==> src/rtl/pc_unit.sv <==
// Registered fetch program counter with trap/stall/jump arbitration and a redirect pulse.
// Optional return-address stack is built when PC_RAS_EN is defined.
module pc_unit #(
  parameter int unsigned         PC_WIDTH     = 32,
  parameter logic [PC_WIDTH-1:0] RESET_VECTOR = '0,
  parameter int unsigned         PC_INC       = 4,
  parameter int unsigned         RAS_DEPTH    = 4
) (
  input  logic                clk,
  input  logic                rst,
  input  logic                pc_stall,
  input  logic                cpu_stall,
  input  logic                enable_jump,
  input  logic                pc_jump_control,
  input  logic [PC_WIDTH-1:0] pc_jump_address,
  input  logic                trap_valid,
  input  logic [PC_WIDTH-1:0] trap_vector,
  input  logic                call_push,
  input  logic [PC_WIDTH-1:0] call_ret_addr,
  input  logic                ret_pop,
  output logic [PC_WIDTH-1:0] pc,
  output logic                fetch_valid,
  output logic                redirect,
  output logic [PC_WIDTH-1:0] ret_target,
  output logic                ret_valid
);

  logic [PC_WIDTH-1:0] pc_q, pc_d;
  logic                fetch_valid_q, fetch_valid_d;
  logic                redirect_q, redirect_d;
  logic                stall;

  assign stall = pc_stall | cpu_stall;

  always_comb begin
    pc_d          = pc_q + PC_WIDTH'(PC_INC);
    redirect_d    = 1'b0;
    fetch_valid_d = 1'b1;
    if (trap_valid) begin
      pc_d       = {trap_vector[PC_WIDTH-1:2], 2'b00};
      redirect_d = 1'b1;
    end else if (stall) begin
      pc_d = pc_q;
    end else if (enable_jump && pc_jump_control) begin
      pc_d       = {pc_jump_address[PC_WIDTH-1:2], 2'b00};
      redirect_d = 1'b1;
    end
  end

  always_ff @(posedge clk) begin
    if (rst) begin
      pc_q          <= RESET_VECTOR;
      fetch_valid_q <= 1'b0;
      redirect_q    <= 1'b0;
    end else begin
      pc_q          <= pc_d;
      fetch_valid_q <= fetch_valid_d;
      redirect_q    <= redirect_d;
    end
  end

  assign pc          = pc_q;
  assign fetch_valid = fetch_valid_q;
  assign redirect    = redirect_q;

`ifdef PC_RAS_EN
  localparam int unsigned PtrW = (RAS_DEPTH > 1) ? $clog2(RAS_DEPTH) : 1;
  localparam int unsigned CntW = $clog2(RAS_DEPTH + 1);

  logic [PC_WIDTH-1:0] ras_q [RAS_DEPTH];
  logic [PC_WIDTH-1:0] ras_d [RAS_DEPTH];
  logic [PtrW-1:0]     ptr_q, ptr_d;
  logic [CntW-1:0]     cnt_q, cnt_d;
  logic                do_push, do_pop;
  logic [1:0]          unused_ras;

  assign do_push = call_push & ~stall;
  assign do_pop  = ret_pop & (cnt_q != '0);

  // ptr_q addresses the top entry; power-of-2 depth makes the pointer wrap naturally
  always_comb begin
    ras_d = ras_q;
    ptr_d = ptr_q;
    cnt_d = cnt_q;
    if (do_push && do_pop) begin
      ras_d[ptr_q] = call_ret_addr;
    end else if (do_push) begin
      ptr_d        = ptr_q + 1'b1;
      ras_d[ptr_d] = call_ret_addr;
      if (cnt_q != CntW'(RAS_DEPTH)) begin
        cnt_d = cnt_q + 1'b1;
      end
    end else if (do_pop) begin
      ptr_d = ptr_q - 1'b1;
      cnt_d = cnt_q - 1'b1;
    end
  end

  always_ff @(posedge clk) begin
    if (rst) begin
      ras_q <= '{default: '0};
      ptr_q <= '0;
      cnt_q <= '0;
    end else begin
      ras_q <= ras_d;
      ptr_q <= ptr_d;
      cnt_q <= cnt_d;
    end
  end

  assign ret_valid  = (cnt_q != '0);
  assign ret_target = ret_valid ? ras_q[ptr_q] : '0;
  assign unused_ras = trap_vector[1:0] ^ pc_jump_address[1:0];
`else
  logic unused_ras;

  assign ret_target = '0;
  assign ret_valid  = 1'b0;
  assign unused_ras = ^{call_push, ret_pop, call_ret_addr, trap_vector[1:0],
                        pc_jump_address[1:0]};
`endif

endmodule

==> config.mk <==
export PLATFORM = sky130hd
export DESIGN_NAME = pc_unit
export DESIGN_NICKNAME = d
export VERILOG_FILES = /design/src/rtl/pc_unit.sv
export SDC_FILE = /design/constraint.sdc
export NUM_CORES = 1
export LEC_CHECK = 0
export ABC_AREA = 1
export CAP_MARGIN = 15
export CORE_MARGIN = 5
export CORE_UTILIZATION = 42
export DETAILED_ROUTE_END_ITERATION = 8
export PLACE_DENSITY = 0.89
export REMOVE_ABC_BUFFERS = 1
export SLEW_MARGIN = 0
export SYNTH_ARGS = -nofsm -noshare
export SYNTH_HDL_FRONTEND = slang
export SYNTH_SLANG_ARGS = --single-unit
==> constraint.sdc <==
create_clock -name clk -period 3.3 [get_ports clk]
set_input_delay 0.66 -clock clk [delete_from_list [all_inputs] [get_ports clk]]
set_output_delay 0.66 -clock clk [all_outputs]
set_load 0.01 [all_outputs]
# Word level (Yosys, flattened, before mapping)
# Cells that the tools add are included.
# totals
regBits,34
latch_bits,0
mem_bits_rw,0
mem_bits_ro,0
in_bits,105
out_inout_bits,67
word_cells,16
memories,0
# classes
addsub,1
multipliers,0
n_div,0
magnitude_cmp,0
eq_ne,1
shifts,0
mux,7
bitwise,1
reduce_logical,2
# ops
operator,count
two-way mux 32 bit,3
adder 32 x 3 -> 32 bit (second input constant),1
two-way mux 1 bit,4
!= test 2 bit (second input constant),1
OR reduction 2 bit,1
logical AND 1 bit,1
bitwise OR 1 bit,1

# Depth between registers and ports, before layout
# logic_depth
depth_word,4
depth_mapped,10
ltp_nobuf,10

# Worst setup path after synthesis
# OpenSTA, ideal clock, no wires.
# synth_timing
path_kind,in2reg
from,in cpu_stall
to,"reg pc_q[20], in the netlist pc[20]"
setup_time_ns,0.132
t_arrival_ns,1.452
required_time_ns,3.168
path_slack_ns,1.716
path_stages,7
path_buffers,1
path_cell_list,nor2_1 -> nor2_4 -> inv_2 -> clkbuf_1 -> o21ai_0 -> inv_1 -> a21oi_2
# synth_via
elab_chain_cells,2
# synth_lines
item,line,rtl
from (decl),12,"input logic cpu_stall,"
bitwise OR 1 bit,33,assign stall = pc_stall | cpu_stall;
!= test 2 bit (no line),n/a,
to (signal assigned),56,pc_q <= pc_d;
to (decl),28,"logic [PC_WIDTH-1:0] pc_q, pc_d;"
# Every way passes these cells.
# A chain may end at the register's enable or synchronous reset.

# Worst setup path in the final report
# layout_timing
from,in trap_valid
to,"reg pc_q[16], in the netlist pc[16]"
# layout_via
elab_chain_cells,1
word_cells_on_any_way,2
cone_classes,eq/ne: 1; mux: 1
# layout_lines
item,line,rtl
from (decl),16,"input logic trap_valid,"
!= test 2 bit (no line) / two-way mux 32 bit (equally long branches),n/a,
# Parallel ways exist; a longest one is shown, timed or not.

==> metrics.txt <==
dominant cells by area after synthesis dfxtp_1 23%, nand2_1 16%, nor2_1 12%, buf_4 8.4%, inv_1 7.2%; total gr overflow 0; Crit Path Max Fanout 18; TritonRoute pass-1 iters 5; DP HPWL 6.98 mm; RSZ-0062 raised after global routing false; Layout Nets 697; WL final 9.08 mm; max_slew headroom 63.3%; critical path class input pin to register; GPL Wtd Cong 0.875; CP Launch Type input pin; setup_tns 0 ps; n_diodes 0; Die W 93.8 um; CP endpoint kind register; synthesized instance count 497; leading cell type in the layout, fill and taps excluded nand2_1; GRT Resource Usage Total 20.5%; largest net degree at the start of global routing 29; Worst R2R End pc[20]; worst clock skew 10.9 ps; Total Power 1090 uW; TritonCTS clock tree yes; # port buffers 100; Worst path slowest cell clkdlybuf4s50_1; drt wl/cell 13.2 um; Yosys top cell by area dfxtp_1; layout cells sized above 1 6.95%; CTS sink cnt 34; Slew @ Worst Pin 550 ps; P_leak 0.00172 uW; initial core utilization 43.2%; ANT nets after route 0; CTS root buffer clkbuf_8; Post-CTS Setup Bufs 0; Reg area 681 sq um; post-synthesis cell type count 28; peak supply drop 0.201 mV; DRC Markers 0; max frequency 0.462 GHz; Core ar. 6830 sq um; Critical Path RT 3460 ps; YS warnings 0; initial drt markers 244; CTS Buf Count 5; synthesis-stage register bit count 34; Max-cap violations 0; Vias/cell 4.80; area of the multi-input gates 1820 sq um; post-synthesis instance area 2950 sq um; status completed; worst skew pair latency 290 ps; Max Slew Vio Count 0; Setup crit end pc[16]; Final setup viols 0; Hold Violations, Final 0; crit path time final 2160 ps; Cell Pwr Density 273 nW/um^2; DR vias 3294; period utilisation layout 65.5%; reg2reg start pc[2]; slowest cell delay on critical path 460 ps; register area share after synthesis 23.1%; number of fill cells 636; initial antenna violation count 0; first-pass GRT wire length 14.8 mm; worst path cell trace clkdlybuf4s50_1, buf_4, inv_1, nand2_1, buf_12, nor2_1, a21oi_1, nor2_1; CP arrival 2330 ps; Avg Synthesized Cell Area 5.94 sq um; height of the chip 93.8 um; Worst Hold Class register to register; Syn-to-layout area delta 35.3%; Clock H-tree levels 2; highest-count cells in the layout ignoring fill and taps 124 x nand2_1, 100 x clkdlybuf4s50_1, 91 x nor2_1; # hold bufs at CTS 0; share of the synthesized area in the top cell type 23.1%; Clk pin slew, worst setup/hold paths 60 ps; Setup crit start trap_valid; IO Pins 172; length in cells of the worst reg-to-reg path 10; CP dominant cell by count nor2_1; DIE AREA 8800 sq um; Reg2Reg Setup Slack 1660 ps; vias in the first global route 3204; row count 30; CTS-repair resized insts 0; Max Buffers Root-to-Sink 2
## layer usage
| metal | vias up | routed length (um) | track usage (%) |
|---|---|---|---|
| met1 | 1472 | 3810 | 25.3 |
| met4 | 0 | 158 | 6.62 |
| li1 | 1659 | - | - |
| met5 | - | 0 | 0 |
| met3 | 14 | 858 | 5.21 |
| met2 | 149 | 4260 | 34.5 |
## Yosys cell counts
| cell | n |
|---|---|
| clkbuf_8 | 3 |
| buf_2 | 3 |
| dfxtp_1 | 34 |
| xor2_1 | 7 |
| a22o_1 | 2 |
| nand3_1 | 35 |
| clkbuf_1 | 7 |
| a31oi_1 | 7 |
| nand2_4 | 4 |
| nor2_4 | 6 |
| buf_4 | 33 |
| nand2_2 | 5 |
| a21oi_1 | 19 |
| nand4_1 | 2 |
| inv_1 | 57 |
| nor2_2 | 4 |
| a21oi_2 | 6 |
| o21ai_1 | 9 |
| xnor2_1 | 2 |
| nor2_8 | 3 |
| buf_1 | 4 |
| conb_1 | 1 |
| and2_1 | 1 |
| inv_2 | 2 |
| ha_1 | 1 |
| nor2_1 | 91 |
| nand2_1 | 124 |
| o21ai_0 | 25 |
## flip-flops by register name, indices dropped and copies added (netlist names)
register,flops
fetch_valid,1
pc,32
redirect,1
## power by group
group / switching (uW) / leakage [uW] / internal, uW
registers: 33.3 / 0.000281 / 435
logic: 153 / 0.00140 / 160
clock network: 149 / 0.0000431 / 161
## area by class of cell
| type | instances | area share [%] |
|---|---|---|
| clock buffer | 6 | 2.07 |
| inverter | 59 | 5.55 |
| multi-input combinational | 386 | 45.7 |
| sequential | 34 | 17.0 |
| tap | 96 | 3.01 |
| timing repair buffer | 105 | 26.6 |
## worst max-delay path: cells and delay by family
kind / cells / cell delay [ps]
compound gates: 1 / 140
buf+inv: 4 / 990
simple gates: 3 / 530
## how the worst min path moves through the flow
stage / from / endpoint / slack (ps) / cells past startpoint
after detailed placement: pc[1] / pc[1] / 420 / 2
final: pc[1] / pc[1] / 430 / 2
after global placement: pc[1] / pc[1] / 420 / 2
after CTS: pc[1] / pc[1] / 430 / 2
after global routing: pc[1] / pc[1] / 450 / 2
after floorplan: pc[0] / pc[0] / 450 / 2
## stage by stage
stage	std cells	area [sq um]	setup slack (ps)	utilization (%)	hold slack [ps]
finish	686	3990	1140	58.4	429
global route	686	3990	981	58.4	455
CTS	686	3990	1160	58.4	428
detailed placement	680	3910	870	57.2	418
global placement	680	3910	876	57.2	415
floorplan	479	2730	1460	-	453
## logic make-up after synthesis
| kind of cell | after synthesis | share of synthesized area [%] |
|---|---|---|
| xor+xnor | 9 | 2.67 |
| other cells | 1 | 0.127 |
| fa+ha+maj | 1 | 0.424 |
| simple gates | 275 | 41.7 |
| compound gates | 68 | 12.8 |
| flops | 34 | 23.1 |
| buf+inv | 109 | 19.2 |
No activity file was read; power rests on OpenSTA's default activity.
